==> config.mk <==
export PLATFORM = sky130hd
export DESIGN_NAME = count_sequence_tracker
export DESIGN_NICKNAME = d
export VERILOG_FILES = /design/src/rtl/count_seq_pkg.sv /design/src/rtl/count_seq_match.sv /design/src/rtl/count_sequence_tracker.sv
export SDC_FILE = /design/constraint.sdc
export NUM_CORES = 1
export LEC_CHECK = 0
export BUFFER_PORTS_ARGS = -buffer_cell sky130_fd_sc_hd__buf_2
export CAP_MARGIN = 20
export CELL_PAD_IN_SITES_DETAIL_PLACEMENT = 0
export CELL_PAD_IN_SITES_GLOBAL_PLACEMENT = 2
export CORE_ASPECT_RATIO = 1.5
export CORE_MARGIN = 2
export CORE_UTILIZATION = 35
export DETAILED_ROUTE_END_ITERATION = 12
export PLACE_DENSITY_LB_ADDON = 0.1
export SLEW_MARGIN = 20
export SYNTH_ARGS = -nofsm -noshare
export SYNTH_HDL_FRONTEND = slang
export SYNTH_SLANG_ARGS = --single-unit
==> constraint.sdc <==
create_clock -name iClk -period 9.7 [get_ports iClk]
set_input_delay 0.97 -clock iClk [delete_from_list [all_inputs] [get_ports iClk]]
set_output_delay 0.97 -clock iClk [all_outputs]
set_load 0.005 [all_outputs]
==> src/rtl/count_seq_pkg.sv <==
// Shared constants, types and helpers for the count-sequence tracker.
package count_seq_pkg;

  localparam int unsigned SEQ_LEN = 15;
  localparam int unsigned DIG_W   = 4;
  localparam int unsigned POS_W   = 4;
  localparam int unsigned DIG_MAX = 9;
  localparam int unsigned NUM_MV  = 4;

  // Digit shown by the counter at each position.
  localparam logic [DIG_W-1:0] SEQ [SEQ_LEN] = '{
    4'd3, 4'd2, 4'd6, 4'd8, 4'd8, 4'd0, 4'd5, 4'd4,
    4'd4, 4'd7, 4'd4, 4'd5, 4'd0, 4'd1, 4'd8
  };

  // Move offsets expressed as forward rotations modulo SEQ_LEN.
  localparam int unsigned OFS_STEP    = 1;
  localparam int unsigned OFS_REV     = SEQ_LEN - 2;
  localparam int unsigned OFS_SKIP    = 5;
  localparam int unsigned OFS_SKIPREV = SEQ_LEN - 6;

  typedef enum logic [1:0] {
    MV_STEP    = 2'b00,
    MV_REV     = 2'b01,
    MV_SKIP    = 2'b10,
    MV_SKIPREV = 2'b11
  } move_t;

  typedef enum logic {
    ACQ   = 1'b0,
    TRACK = 1'b1
  } st_t;

  typedef logic [SEQ_LEN-1:0] pmask_t;

  // Rotate a position mask forward by k positions (bit p moves to p+k mod 15).
  function automatic pmask_t rot15(input pmask_t m, input int unsigned k);
    logic [2*SEQ_LEN-1:0] d;
    d = {m, m} << k;
    return d[2*SEQ_LEN-1 -: SEQ_LEN];
  endfunction

  function automatic int unsigned move_ofs(input move_t mv);
    case (mv)
      MV_STEP:    return OFS_STEP;
      MV_REV:     return OFS_REV;
      MV_SKIP:    return OFS_SKIP;
      default:    return OFS_SKIPREV;
    endcase
  endfunction

  function automatic logic is_onehot(input pmask_t m);
    return (m != '0) && ((m & (m - pmask_t'(1))) == '0);
  endfunction

endpackage

==> src/rtl/count_seq_match.sv <==
// Combinational digit -> mask of sequence positions showing that digit.
module count_seq_match
  import count_seq_pkg::*;
(
  input  logic [DIG_W-1:0] iV,
  output pmask_t           oMatch_c
);

  always_comb begin
    oMatch_c = '0;
    for (int unsigned p = 0; p < SEQ_LEN; p++) begin
      oMatch_c[p] = (iV == SEQ[p]);
    end
  end

endmodule

==> src/rtl/count_sequence_tracker.sv <==
// Recovers skip/reverse counter position and per-step move from its digit stream.
// Optional saturating error counter port enabled by COUNT_TRACKER_ERRCNT_EN.
module count_sequence_tracker
  import count_seq_pkg::*;
#(
`ifdef COUNT_TRACKER_ERRCNT_EN
  parameter int unsigned ERR_CNT_W = 8
`endif
) (
  input  logic             iClk,
  input  logic             iRst,
  input  logic             iValid,
  input  logic [DIG_W-1:0] iV,
  output logic             oLocked,
  output logic [POS_W-1:0] oState,
  output logic             oMoveVld,
  output logic             oSkip,
  output logic             oRev,
  output logic             oErr
`ifdef COUNT_TRACKER_ERRCNT_EN
  ,
  output logic [ERR_CNT_W-1:0] oErrCnt
`endif
);

  st_t              state, state_nxt;
  pmask_t           mask, mask_nxt;
  pmask_t           match_c, reach_c, nxt_c;
  logic [2:0]       hits_c;
  move_t            mv_c;
  logic             err_nxt, mv_vld_nxt, skip_nxt, rev_nxt, locked_nxt;
  logic [POS_W-1:0] pos_nxt;

  count_seq_match u_match (
    .iV       (iV),
    .oMatch_c (match_c)
  );

  // Candidate set reachable by any legal move, narrowed by the sampled digit.
  always_comb begin
    reach_c = '0;
    for (int unsigned m = 0; m < NUM_MV; m++) begin
      reach_c = reach_c | rot15(mask, move_ofs(move_t'(2'(m))));
    end
    nxt_c = reach_c & match_c;
  end

  // Move decode: count offsets that carry the old position onto the new one.
  always_comb begin
    hits_c = '0;
    mv_c   = MV_STEP;
    for (int unsigned m = 0; m < NUM_MV; m++) begin
      if (rot15(mask, move_ofs(move_t'(2'(m)))) == nxt_c) begin
        hits_c = hits_c + 3'd1;
        mv_c   = move_t'(2'(m));
      end
    end
  end

  // Next-state and output decode.
  always_comb begin
    state_nxt  = state;
    mask_nxt   = mask;
    err_nxt    = 1'b0;
    mv_vld_nxt = 1'b0;
    skip_nxt   = 1'b0;
    rev_nxt    = 1'b0;
    if (iValid) begin
      case (state)
        ACQ: begin
          mask_nxt = match_c;
          if (match_c != '0) state_nxt = TRACK;
          else               err_nxt   = 1'b1;
        end
        default: begin
          if ((nxt_c == '0) || (iV > DIG_W'(DIG_MAX))) begin
            err_nxt   = 1'b1;
            mask_nxt  = match_c;
            state_nxt = ACQ;
          end else begin
            mask_nxt = nxt_c;
            if (is_onehot(mask) && is_onehot(nxt_c) && (hits_c == 3'd1)) begin
              mv_vld_nxt = 1'b1;
              skip_nxt   = mv_c[1];
              rev_nxt    = mv_c[0];
            end
          end
        end
      endcase
    end
  end

  // Lock indication and position index of the next mask.
  always_comb begin
    locked_nxt = is_onehot(mask_nxt);
    pos_nxt    = '0;
    if (locked_nxt) begin
      for (int unsigned p = 0; p < SEQ_LEN; p++) begin
        if (mask_nxt[p]) pos_nxt = POS_W'(p);
      end
    end
  end

  always_ff @(posedge iClk) begin
    if (iRst) begin
      state    <= ACQ;
      mask     <= '0;
      oLocked  <= 1'b0;
      oState   <= '0;
      oMoveVld <= 1'b0;
      oSkip    <= 1'b0;
      oRev     <= 1'b0;
      oErr     <= 1'b0;
    end else begin
      state    <= state_nxt;
      mask     <= mask_nxt;
      oLocked  <= locked_nxt;
      oState   <= pos_nxt;
      oMoveVld <= mv_vld_nxt;
      oSkip    <= skip_nxt;
      oRev     <= rev_nxt;
      oErr     <= err_nxt;
    end
  end

`ifdef COUNT_TRACKER_ERRCNT_EN
  always_ff @(posedge iClk) begin
    if (iRst) begin
      oErrCnt <= '0;
    end else if (err_nxt && (oErrCnt != '1)) begin
      oErrCnt <= oErrCnt + ERR_CNT_W'(1);
    end
  end
`endif

endmodule

======== Yosys cells after proc, flatten, opt, wreduce, memory -nomap -nowiden ========
Index checks and enable logic that the tools add are counted.
cells by class
  add/subtract/negate cells ............... 6
  magnitude comparators ................... 1
  eq/ne operators ......................... 13
  multiplexer cells ....................... 31
  bitwise gates (word level) .............. 11
  reductions and logical operators ........ 20
operators with widths
  operator               count
  $and 15x15->15         4
  $eq 15x15->1           4
  $logic_not 15->1       4
  $reduce_bool 15->1     4
  $mux 4                 13
  $mux 15                3
  $or 15x15->15          3
  $sub 15x1->15 const B  3
  $eq 4x3->1 const B     4
  $mux 1                 10
  $mux 3                 3
  $eq 4x2->1 const B     2
  $add 3x1->3 const B    2
  $logic_and 1x1->1      5
  $reduce_or 5->1        1
  $eq 4x1->1 const B     1
  $eq 4x4->1 const B     1
  $gt 4x4->1 const B     1
  $logic_not 4->1        1
  $mux 2                 2
  $not 1->1              4
  $reduce_or 2->1        2
  $reduce_or 4->1        1
  $eq 3x1->1 const B     1
  other kinds (3)        3
storage, ports and cells
  bits in registers ....................... 25
  input bits .............................. 7
  output and inout port bits .............. 9

======== Longest topological paths before layout ========
  depth after elaboration ................. 23
  depth in mapped cells ................... 18
  gate-level depth less buffers ........... 16

======== By module ========
From an unflattened synthesis, not the netlist that was laid out.
second synthesis, totals
  cell total of the unflattened synthesis .. 481
  area, all modules ....................... 3266.9 µm²
by module, submodules not included
  module                  times used  cells an instance  area each (µm²)  seq. area each (µm²)
  count_sequence_tracker  1           466                3131.8           500.5
  count_seq_match         1           15                 135.1            0.0

======== Worst setup path after synthesis ========
Ideal clock, no wire load.
  path kind ............................... input -> register
  start point ............................. input iV[2]
  end point ............................... register oRev
  arrival time ............................ 4210 ps
  data required time ...................... 9635 ps
  path slack .............................. 5425 ps
  cell stages on the path ................. 15
  path through ............................ buf_6 buf_6 or4b_4 a221o_1 or4_1 nor3_1 nand4_1 ha_1 xor2_1 ha_1 nand2_2 xor2_1 nor4b_2 o211ai_1 nor2_1
on the way
  longest elaborated chain between the ends .. 14
ends and longest elaborated chain
  what                                      RTL line                       RTL
  start: declaration                        count_sequence_tracker.sv:13   input logic [DIG_W-1:0] iV,
  $eq 4x2->1, or another cell as far along  count_seq_match.sv:12          oMatch_c[p] = (iV == SEQ[p]);
  $and 15x15->15                            count_sequence_tracker.sv:45   nxt_c = reach_c & match_c;
  $eq 15x15->1                              count_sequence_tracker.sv:53   if (rot15(mask, move_ofs(move_t'(2'(m)))) == nxt_c) begin
  $mux 1                                    count_sequence_tracker.sv:53
  $add 1x1->2                               count_sequence_tracker.sv:54   hits_c = hits_c + 3'd1;
  $mux 3                                    count_sequence_tracker.sv:53
  $add 3x1->3                               count_sequence_tracker.sv:54
  $mux 3                                    count_sequence_tracker.sv:53
  $add 3x1->3                               count_sequence_tracker.sv:54
  $mux 3                                    count_sequence_tracker.sv:53
  $eq 3x1->1                                count_sequence_tracker.sv:82   if (is_onehot(mask) && is_onehot(nxt_c) && (hits_c == 3'd1)) begin
  $logic_and 1x1->1                         count_sequence_tracker.sv:82
  $not 1->1 (no line)                       -
  $reduce_or 5->1 (no line)                 -
  end signal: assignment                    count_sequence_tracker.sv:121  oRev <= rev_nxt;
  end: declaration                          count_sequence_tracker.sv:18   output logic oRev,
Several ways; a longest one is shown, not always the timed one.
A chain may end at the register's enable or synchronous reset.

======== Worst setup path in the final report ========
  start point ............................. input iV[0]
  end point ............................... register oRev
The elaborated chain is that of the path after synthesis.

==> metrics.yaml <==
synthesis:
  syn_nets: 397
  synth.most_common_cell: "nor2_1"
  ys.warnings.count: 0
  yosysTopAreaCell: "dfxtp_1"
  synth_cells: 387
  synthTopCellsByArea: "dfxtp_1, o21ai_0, nor2_1"
  syn_area_sq_um: 2704
  synth_seq_cells: 25
  synth_common_cells: "nor2_1, o21ai_0, nand2_1"
  ys_seq_area_share_pct: 18.51
  avgSynthCellArea_sq_um: 6.987
  yosysTopAreaCellShare_pct: 18.51
  synth_edf_count: 0
  synthArstFlopShare_pct: 0
  ys.flop_type: "dfxtp_1"
  synth_cell_type_count: 75
place:
  dp.cells: 473
  dpl_cell_area_sq_um: 2765
  hpwl_microns: 7511
  gp_congestion: 0.9191
  port-buffer-count: 15
floorplanning:
  start_util_pct: 35.75
  rows: 39
  die_x_microns: 75.77
  core-area_sq_um: 7564
  io_pins: 16
  dieArea_sq_um: 8459
  die_height_microns: 111.6
setup_path:
  cpPeakStageDelay_ps: 690
  arrival_ps: 4790
  reg2reg_depth: 14
  crit_required_ps: 9900
  crit_path_cell_trace: "buf_2 > nor4bb_1 > o22ai_1 > a221o_1 > or4_1 > nor3_1 > nand4_1 > ha_1 > xor2_1 > ha_1 > nand2_2 > xor2_1 > nor4b_2 > o211ai_1 > nor2_1"
  worstSetupPathType: "primary input to flip-flop"
  r2r-end: "oRev$_SDFF_PP0_"
  reg2reg_slack_ps: 5340
  rr_startpoint: "mask[7]$_SDFF_PP0_"
  critical_path.max_fanout: 17
  cp-start-kind: "primary input"
  slowest_stage: "nor4bb_1"
  end_kind: "flip-flop"
power:
  p_per_area_nw_per_um2: 111.3
  p_leak_nw: 1.075
  ir_drop_v: 0.00006993
sta:
  fin_worst_skew_ps: 5.658
  slew_violations: 0
  setup_viol: 0
  tightest_slew_ps: 1066
  fmax_mhz: 218.1
  max-slew-margin-rel_pct: 27.99
  rsz0062_at_grt: "no"
  final.period_utilization_pct: 47.26
  hold_viol: 0
  post-route-min-period_ps: 4584
  hold_slack_ps: 556.7
  tns_ps: 0
routing:
  vias: 3083
  wl_microns: 10160
  drc_errors: 0
  postRouteAntennaNets: 0
  avgViaCountPerCell: 6.463
  first_pass_iters: 5
  drtIter0Drc: 366
  post_drt_wl_per_cell_microns: 21.29
cts:
  cts_resized: 0
  clk_pin_slew_ps: 70
  cts_root_buf: "clkbuf_16"
  worstSkewPairLatency_ps: 270
  clock-sinks: 25
  cts_tree: "yes"
  cts_made_buffers: 3
  post-cts-setup-buffers: 0
  h-tree-depth: 1
  holdBufCountCts: 0
  cts_buffer_depth: 2
min_path:
  holdPathEnd: "state$_SDFFE_PP0P_"
  worst_hold_path_type: "flip-flop to flip-flop"
  worstHoldStart: "state$_SDFFE_PP0P_"
  whs_path_depth: 2
finish:
  drive_above_1_share_pct: 10.40
  instances_no_fill: 477
  fin_util_pct: 37.65
  antenna_cells: 0
  nets: 386
  final_area_sq_um: 2848
  syn_to_final_growth_pct: 5.322
grt:
  antenna_found_initial: 0
  grt_pass1_vias: 2992
  grtUsageTotal_pct: 25.24
  grt_max_degree: 20
  grt_pass1_wl_microns: 16390
  overflow: 0
flow_run:
  drv_cap: 0
run_status:
  status: "finished clean"
==> critical path: cells and delay by family <==
family / cells / cell delay [ps]
and+or+nand+nor: 7 / 2020
AOI/OAI and AO/OA: 3 / 660
adders and majority gates: 2 / 560
xor gates and xnor gates: 2 / 340
buffers and inverters: 1 / 230
==> state kept, by name, indices dropped and copies added, names as in the netlist <==
name and cells:
oMoveVld 1, state 1, oLocked 1, mask 15, oSkip 1, oErr 1, oState 4, oRev 1
==> where the power goes <==
part	leakage [nW]	internal, mW	switching (mW)	total, mW
sequential	0.204	0.107	0.00934	0.116
clock	0.0371	0.0561	0.0398	0.0959
combinational	0.834	0.0416	0.0629	0.105
total	1.08	0.205	0.112	0.317
==> layout make-up <==
type / instances / area [sq um]
Multi-Input combinational cell: 311 / 1976
Clock buffer: 3 / 75.07
Tap cell: 102 / 127.6
Inverter: 17 / 63.81
Sequential cell: 25 / 500.5
Clock inverter: 1 / 7.507
Timing Repair Buffer: 18 / 97.59
Fill cell: 852 / 4716
==> layout by cell type, fill, tap and decap left out, types with 3 or more instances in the layout <==
| cell type | netlist | layout |
|---|---|---|
| a21boi_0 | 3 | 3 |
| a21oi_1 | 17 | 17 |
| and3_1 | 3 | 3 |
| dfxtp_1 | 25 | 25 |
| maj3_1 | 4 | 4 |
| or2b_1 | 3 | 3 |
| nor2b_1 | 3 | 3 |
| nor3_1 | 19 | 19 |
| nor2_1 | 40 | 40 |
| or4_1 | 4 | 4 |
| buf_2 | 2 | 15 |
| inv_1 | 17 | 17 |
| o2111ai_1 | 4 | 4 |
| nand3_1 | 5 | 5 |
| and2_1 | 4 | 4 |
| nand2b_1 | 8 | 8 |
| o31ai_1 | 4 | 4 |
| nand2_1 | 29 | 29 |
| buf_4 | 3 | 3 |
| a31oi_1 | 6 | 6 |
| a21o_1 | 5 | 5 |
| o21ai_0 | 32 | 32 |
| o211ai_1 | 7 | 7 |
| ha_1 | 3 | 3 |
| a211oi_1 | 3 | 3 |
| nor4_1 | 18 | 18 |
| clkbuf_16 | 0 | 3 |
| o22ai_1 | 23 | 23 |
| o221ai_1 | 3 | 3 |
==> stage by stage <==
stage | power (mW) | setup WS (ps)
after floorplan | 0.1973 | 5425
after global placement | 0.2227 | 4805
after CTS | 0.3199 | 5119
after detailed placement | 0.2223 | 4865
after global routing | 0.3355 | 4758
final | 0.3169 | 5116
==> metal layers <==
layer	vias to the layer above	GRT usage, %	wire length (microns)
met5	-	0	0
met4	0	13.80	562
met3	42	3.258	452
met2	130	41.32	5190
met1	1457	30.78	3951
li1	1454	-	-
==> cells by family after synthesis <==
family,share of synthesized area (%)
flip-flops,18.51
multiplexers,1.203
XOR/XNOR,0.6480
AND/OR/NAND/NOR,35.72
buffers and inverters,8.422
AO/OA/AOI/OAI,32.62
adder cells (fa/ha/maj),2.869
==> how the worst max path moves through the flow <==
stage                        to  slack (ps)  depth (start not counted)  startpoint
6_report        oRev$_SDFF_PP0_        5120                         15       iV[0]
3_3_place_gp    oRev$_SDFF_PP0_        4810                         15       iV[0]
4_1_cts         oRev$_SDFF_PP0_        5120                         15       iV[2]
5_1_grt        oSkip$_SDFF_PP0_        4760                         15       iV[3]
2_1_floorplan   oRev$_SDFF_PP0_        5420                         15       iV[2]
3_5_place_dp    oRev$_SDFF_PP0_        4870                         15       iV[2]
(Power assumes the default switching activity.)
